<file path="config.mk">
export PLATFORM = sky130hd
export DESIGN_NAME = bcd_display_feeder
export DESIGN_NICKNAME = d
export VERILOG_FILES = /design/src/rtl/bcd_feeder_pkg.sv /design/src/rtl/bcd_dabble_step.sv /design/src/rtl/bcd_display_feeder.sv
export SDC_FILE = /design/constraint.sdc
export NUM_CORES = 1
export LEC_CHECK = 0
export BUFFER_PORTS_ARGS = -buffer_cell sky130_fd_sc_hd__buf_2
export CORE_ASPECT_RATIO = 1.75
export CORE_MARGIN = 1.5
export CORE_UTILIZATION = 25
export DETAILED_ROUTE_END_ITERATION = 8
export GPL_ROUTABILITY_DRIVEN = 0
export PLACE_DENSITY_LB_ADDON = 0.08
export SLEW_MARGIN = 15
export SYNTH_ARGS = -nofsm -noshare
export SYNTH_HDL_FRONTEND = slang
export SYNTH_HIERARCHICAL = 1
export SYNTH_SLANG_ARGS = --single-unit
export TNS_END_PERCENT = 5
</file>
<file path="constraint.sdc">
create_clock -name clk -period 1.6 [get_ports clk]
set_input_delay 0.32 -clock clk [delete_from_list [all_inputs] [get_ports clk]]
set_output_delay 0.32 -clock clk [all_outputs]
set_load 0.02 [all_outputs]
</file>
<file path="src/rtl/bcd_feeder_pkg.sv">
// bcd_feeder_pkg: shared FSM states and constants for the BCD display feeder
package bcd_feeder_pkg;
   typedef enum logic [1:0] {IDLE, CHECK, SHIFT, DONE} state_t;
   localparam int unsigned MAX_DEC      = 9999;
   localparam logic [15:0] ERR_CODE_DEF = 16'hEEEE;
endpackage

</file>
<file path="src/rtl/bcd_dabble_step.sv">
// bcd_dabble_step: per-nibble add-3-if-at-least-5 correction for double dabble
module bcd_dabble_step (
   input  logic [15:0] acc_i,
   output logic [15:0] acc_o
);
   for (genvar i = 0; i < 4; i++) begin : g_nib
      assign acc_o[4*i +: 4] = (acc_i[4*i +: 4] >= 4'd5) ? acc_i[4*i +: 4] + 4'd3 : acc_i[4*i +: 4];
   end
endmodule

</file>
<file path="src/rtl/bcd_display_feeder.sv">
// bcd_display_feeder: sequential binary-to-BCD converter, one bit per clock,
// feeding a 4-digit display with a one-cycle load strobe.
module bcd_display_feeder
   import bcd_feeder_pkg::*;
#(
   parameter int          IN_W     = 14,
   parameter logic [15:0] ERR_CODE = ERR_CODE_DEF
) (
   input  logic            clk,
   input  logic            reset,
   input  logic [IN_W-1:0] bin_value,
   input  logic            load,
   output logic            busy,
   output logic            overflow,
   output logic [15:0]     displayed_number,
   output logic            display_sel
);
   state_t          state_q, state_d;
   logic [IN_W-1:0] opr_q, opr_d;
   logic [15:0]     acc_q, acc_d, adj, shl;
   logic [4:0]      cnt_q, cnt_d;
   logic [15:0]     disp_q, disp_d;
   logic            ovf_q, ovf_d, sel_q, sel_d, busy_q, busy_d;

   bcd_dabble_step u_step (.acc_i(acc_q), .acc_o(adj));

   assign shl = {adj[14:0], opr_q[IN_W-1]};

   always_comb begin
      state_d = state_q;
      opr_d   = opr_q;
      acc_d   = acc_q;
      cnt_d   = cnt_q;
      disp_d  = disp_q;
      ovf_d   = ovf_q;
      sel_d   = 1'b0;
      case (state_q)
         IDLE: if (load) begin
            opr_d   = bin_value;
            state_d = CHECK;
         end
         CHECK: if (32'(opr_q) > MAX_DEC) begin
            state_d = DONE;
            disp_d  = ERR_CODE;
            ovf_d   = 1'b1;
            sel_d   = 1'b1;
         end else begin
            acc_d   = '0;
            cnt_d   = 5'(IN_W);
            state_d = SHIFT;
         end
         SHIFT: begin
            acc_d = shl;
            opr_d = {opr_q[IN_W-2:0], 1'b0};
            cnt_d = cnt_q - 5'd1;
            // outputs are registered, so the result is latched on entry to DONE
            if (cnt_q == 5'd1) begin
               state_d = DONE;
               disp_d  = shl;
               ovf_d   = 1'b0;
               sel_d   = 1'b1;
            end
         end
         default: state_d = IDLE;
      endcase
      busy_d = (state_d != IDLE);
   end

   always_ff @(posedge clk or negedge reset) begin
      if (!reset) begin
         state_q <= IDLE;
         opr_q   <= '0;
         acc_q   <= '0;
         cnt_q   <= '0;
         disp_q  <= '0;
         ovf_q   <= 1'b0;
         sel_q   <= 1'b0;
         busy_q  <= 1'b0;
      end else begin
         state_q <= state_d;
         opr_q   <= opr_d;
         acc_q   <= acc_d;
         cnt_q   <= cnt_d;
         disp_q  <= disp_d;
         ovf_q   <= ovf_d;
         sel_q   <= sel_d;
         busy_q  <= busy_d;
      end
   end

   assign busy             = busy_q;
   assign overflow         = ovf_q;
   assign displayed_number = disp_q;
   assign display_sel      = sel_q;
endmodule

</file>
==> results of run 1 <==
==> timing repair <==
item,in CTS,in global routing
setup buffers,5,4
pin swaps,8,4
gates cloned,0,0
resized for setup,24,6
setup endpoints to repair,47,51
==> layout make-up <==
cell class / instances / area share
flip-flops and latches: 56 / 0.351
clock buffers: 8 / 0.0366
repair buffers: 80 / 0.149
multi-input cells: 211 / 0.395
inverters: 26 / 0.0257
well taps: 137 / 0.0429
==> worst paths after layout <==
check / slack [ps] / endpoint
hold reg to reg: 500 / opr_q[1]
setup / recovery: -20 / cnt_q[3]
hold / removal: 20 / acc_q[11]
setup reg to reg: -20 / cnt_q[3]
max in group asynchronous: 1310 / displayed_number[2]
min in group clk: 310 / opr_q[7]
==> routing by layer <==
metal  global-route usage  vias to the layer above  part of all wire
li1                     -                     1213                 -
met3               0.0172                        7             0.020
met4               0.0387                        0             0.014
met1                0.140                     1204              0.38
met5                    0                        -                 0
met2                0.266                       33              0.58
==> layout by cell type, fill, tap and decap left out, drive strengths merged, types with 14 or more instances in the layout <==
cell type,count
dfrtp,56
o21ai,27
mux2i,18
a31oi,14
buf,80
nand2,40
a22o,17
nand2b,19
ha,14
inv,26
==> through the flow <==
| step | area [um^2] | hold slack, ps | utilization |
|---|---|---|---|
| 2_1_floorplan | 3050 | 24.4 | - |
| 3_3_place_gp | 3630 | 363 | 0.304 |
| 3_5_place_dp | 3630 | 356 | 0.304 |
| 4_1_cts | 3930 | 33.0 | 0.329 |
| 5_1_grt | 4000 | 54.6 | 0.335 |
| 6_report | 4000 | 15.3 | 0.335 |
==> power breakdown <==
| part | total [mW] | leakage (nW) | internal [mW] | switching, mW |
|---|---|---|---|---|
| clock network | 1.15 | 0.0712 | 0.628 | 0.521 |
| registers | 2.54 | 0.666 | 2.01 | 0.525 |
| logic | 5.01 | 1.02 | 2.36 | 2.65 |
==> registers in the layout, indices dropped and copies added (netlist names) <==
signal            count
cnt_q                 5
busy                  1
display_sel           1
opr_q                14
state_q               2
overflow              1
displayed_number     16
acc_q                16
==> flow_summary.yaml, run 1 <==
timing:
  tightest_slew_ps: 328
  period_needed_ps: 1620
  fmax_mhz: 617
  drv_slew: 0
  timing_hold_violations_final: 0
  finalCritPeriodShare: 1.01
  rsz0062_at_grt: "true"
  postLayoutSetupSlackWorst_ps: -22.0
  setup_viol: 22
  slew_headroom: 0.782
  setup_tns_ps: -259
  skew_ps: 7.19
worst_setup_path:
  worstPathMaxFanout: 4
  cp_top_family: "simple AND/OR/NAND/NOR gates"
  reg2regPathDepth: 5
  crit_start: "opr_q[6]"
  cpPeakStageDelay_ps: 410
  cp_num_cells: 5
  path_class: "reg -> reg"
  critPathLaunchType: "register"
  required_ps: 1770
  critPathCaptureType: "register"
  crit_buf_inv: 0
  crit_slowest_cell: "dfrtp_1"
  cp_cell_sequence: "nor4_4 > o211a_1 > nor2_2 > o21ai_1 > or3b_1"
  regToRegStartpoint: "opr_q[6]"
  crit_arrival_ps: 1800
clocking:
  cts_tree: "done"
  cts_root_buffer: "clkbuf_16"
  htreeDepth: 2
  cts.sinks: 56
  clockBufferDepth: 2
  clk_pin_slew_ps: 80
  cts.hold.buffers_added: 0
  cts_made_buffers: 5
  clock_latency_ps: 300
die:
  start_util: 0.253
  fp-row-count: 53
  ios: 36
  die_h_um: 148
  die_area_mm2: 0.0128
  core_area_mm2: 0.0119
  fp.dieW_um: 86.1
route:
  totalWireLength_um: 7810
  drt_pass1_iterations: 4
  vias: 2457
  drc: 0
  postRouteAntennaNets: 0
  drt_iter0_drc: 113
  wl_per_cell_um: 15.1
  via_per_inst: 4.74
placement:
  place_ws_ps: -135
  io_buffers: 35
  place_inst: 501
  dpl.hpwl_um: 5630
layout:
  finalNetCount: 411
  final_cells: 518
  layout-drive-gt1-share: 0.315
  regArea_mm2: 0.00140
  syn_to_final_growth_pct: 32.1
  multi_input_area_mm2: 0.00158
  nFillCells: 1251
  diodes: 0
synthesis:
  avgSynthCellArea_um2: 9.82
  synth_area_mm2: 0.00302
  synth_fp_nets: 339
  ys.warnings.count: 6
  syn_inst: 308
global_route:
  antenna_found_initial: 0
  grt_pass1_wl_um: 13200
  grt_pass1_vias: 2642
  grt_max_degree: 57
  grt_usage: 0.133
  grt.overflow.total: 0
worst_hold_path:
  hp-class: "in -> async"
run:
  cap_violations: 0
pwr:
  powerDensity_mw_per_mm2: 2180
  leakagePower_nw: 1.76
  power_mw: 8.70
  ir_drop_mv: 0.727
run_status:
  status: "complete, but fails checks"
  violations: "negative setup slack"
(Power assumes the default switching activity.)
==> run 2: changes to the inputs <==
--- a/config.mk
+++ b/config.mk
@@ -11,7 +11,6 @@
 export CORE_UTILIZATION = 25
 export DETAILED_ROUTE_END_ITERATION = 8
 export GPL_ROUTABILITY_DRIVEN = 0
-export PLACE_DENSITY_LB_ADDON = 0.08
 export SLEW_MARGIN = 15
 export SYNTH_ARGS = -nofsm -noshare
 export SYNTH_HDL_FRONTEND = slang
==> run 2 against run 1 <==
- the flow still finishes with violations (negative setup slack)
- first-iteration DRC count fell by 29%
- non-clock buffer count shrank 11
- critical path type unchanged
- critical path depth unchanged
- combinational power shrank 2%
- largest cell class unchanged
- flip-flop and latch count did not move
- cell area down 2.4%
- highest routed layer unchanged
- sequential power barely moved
- die area stayed put
==> flow_summary.yaml, run 2 (same netlist as run 1, synthesis figures left out) <==
run_status:
  status: "complete, but fails checks"
  violations: "negative setup slack"
clocking:
  htreeDepth: 2
  cts_made_buffers: 5
  cts.sinks: 56
  clk_pin_slew_ps: 70
  cts_tree: "done"
  clock_latency_ps: 290
  clockBufferDepth: 2
  cts.hold.buffers_added: 0
  cts_root_buffer: "clkbuf_16"
placement:
  placed_area_mm2: 0.00358
  io_buffers: 35
  place_ws_ps: -86.4
  dpl.hpwl_um: 4990
layout:
  finalNetCount: 400
  layout_common_cells: "dfrtp_1, nand2_1, buf_2"
  syn_to_final_growth_pct: 28.9
  stdcell_area_mm2: 0.00390
  diodes: 0
  layout_commonest_cell: "dfrtp_1"
  layout-drive-gt1-share: 0.312
  finalCoreUtilization: 0.327
global_route:
  top_usage_layer: "met2"
  met1_usage: 0.129
  grt.overflow.total: 0
  antenna_found_initial: 0
  grtUsageMet3: 0.0183
  grt_pass1_wl_um: 11600
  grt_pass1_vias: 2522
  grt_max_degree: 57
  grt_usage: 0.112
  grtUsageMet2: 0.209
worst_setup_path:
  path_class: "reg -> reg"
  reg2regPathDepth: 5
  crit_buf_inv: 0
  crit_start: "opr_q[6]"
  crit_arrival_ps: 1810
  critPathCaptureType: "register"
  cp_cell_sequence: "nor4_4 > o211a_1 > nor2_2 > o21ai_1 > or3b_1"
  ff2ff_setup_slack_ps: -40
  critPathLaunchType: "register"
  worstPathMaxFanout: 4
  crit_slowest_cell: "dfrtp_1"
  cp_top_family: "simple AND/OR/NAND/NOR gates"
  cp_num_cells: 5
  regToRegStartpoint: "opr_q[6]"
  cpPeakStageDelay_ps: 400
  cp-endpoint: "cnt_q[3]"
  required_ps: 1770
  timing.rr.end: "cnt_q[3]"
route:
  drt_iter0_drc: 80
  vias: 2410
  via_per_inst: 4.76
  drc: 0
  totalWireLength_um: 6870
  postRouteAntennaNets: 0
  wl_per_cell_um: 13.6
  drt_pass1_iterations: 4
pwr:
  leakagePower_nw: 1.69
  ir_drop_mv: 1.10
  powerDensity_mw_per_mm2: 2180
die:
  die_area_mm2: 0.0128
  fp.dieW_um: 86.1
  fp-row-count: 53
  core_area_mm2: 0.0119
  ios: 36
  start_util: 0.253
  die_h_um: 148
run:
  cap_violations: 0
worst_hold_path:
  hp-class: "in -> async"
timing:
  period_needed_ps: 1640
  setup_tns_ps: -95.6
  fmax_mhz: 610
  rsz0062_at_grt: "true"
  setup_viol: 10
  finalCritPeriodShare: 1.02
  skew_ps: 4.17
  slew_headroom: 0.790
  postLayoutSetupSlackWorst_ps: -38.2
  tightest_slew_ps: 314
  drv_slew: 0
  timing_hold_violations_final: 0
==> run 2: changes by cell type in the layout (fill, tap and decap cells not counted), moves of 3 or more <==
cell	delta
o22ai_1	+7
inv_1	-3
buf_4	-11
o21ai_0	-3
ha_2	+3
o22ai_2	-7
ha_1	-5
==> run 2: how the worst min path moves through the flow <==
stage,startpoint,cells after the start,end
floorplan,reset,0,acc_q[0]
global placement,reset,2,acc_q[11]
detailed placement,reset,2,acc_q[11]
CTS,reset,2,acc_q[11]
global route,reset,2,acc_q[11]
finish,reset,2,acc_q[11]
==> run 2: timing repair <==
action                                  in CTS  in global routing
hold endpoints to repair                     0                  0
resized for setup                           18                 25
setup buffers                                1                  3
pin swaps                                   10                 13
endpoints found under the setup margin      28                 42
==> run 2: area by class of cell <==
| type | instances | area [um^2] |
|---|---|---|
| Clock buffer | 6 | 129 |
| Clock inverter | 1 | 5.00 |
| Fill cell | 1234 | 8040 |
| Inverter | 26 | 105 |
| Multi-Input combinational cell | 211 | 1590 |
| Sequential cell | 56 | 1400 |
| Tap cell | 137 | 171 |
| Timing Repair Buffer | 69 | 495 |
==> run 2: where the power goes <==
group / total [mW] / internal, mW / switching [mW] / leakage, nW
logic: 4.89 / 2.31 / 2.58 / 0.960
clock network: 1.06 / 0.571 / 0.488 / 0.0667
registers: 2.55 / 2.02 / 0.536 / 0.663
==> run 2: stage by stage <==
step,power (mW),hold slack (ps),instances
finish,8.50,28.5,506
CTS,8.21,47.0,503
global placement,6.78,361,495
floorplan,5.43,24.4,308
global route,9.20,59.8,506
detailed placement,6.93,358,495
==> run 2: layer usage <==
layer | share of wire | up-vias
met5 | 0 | -
met4 | 0.017 | 0
met3 | 0.027 | 7
met2 | 0.54 | 34
met1 | 0.42 | 1177
li1 | - | 1192
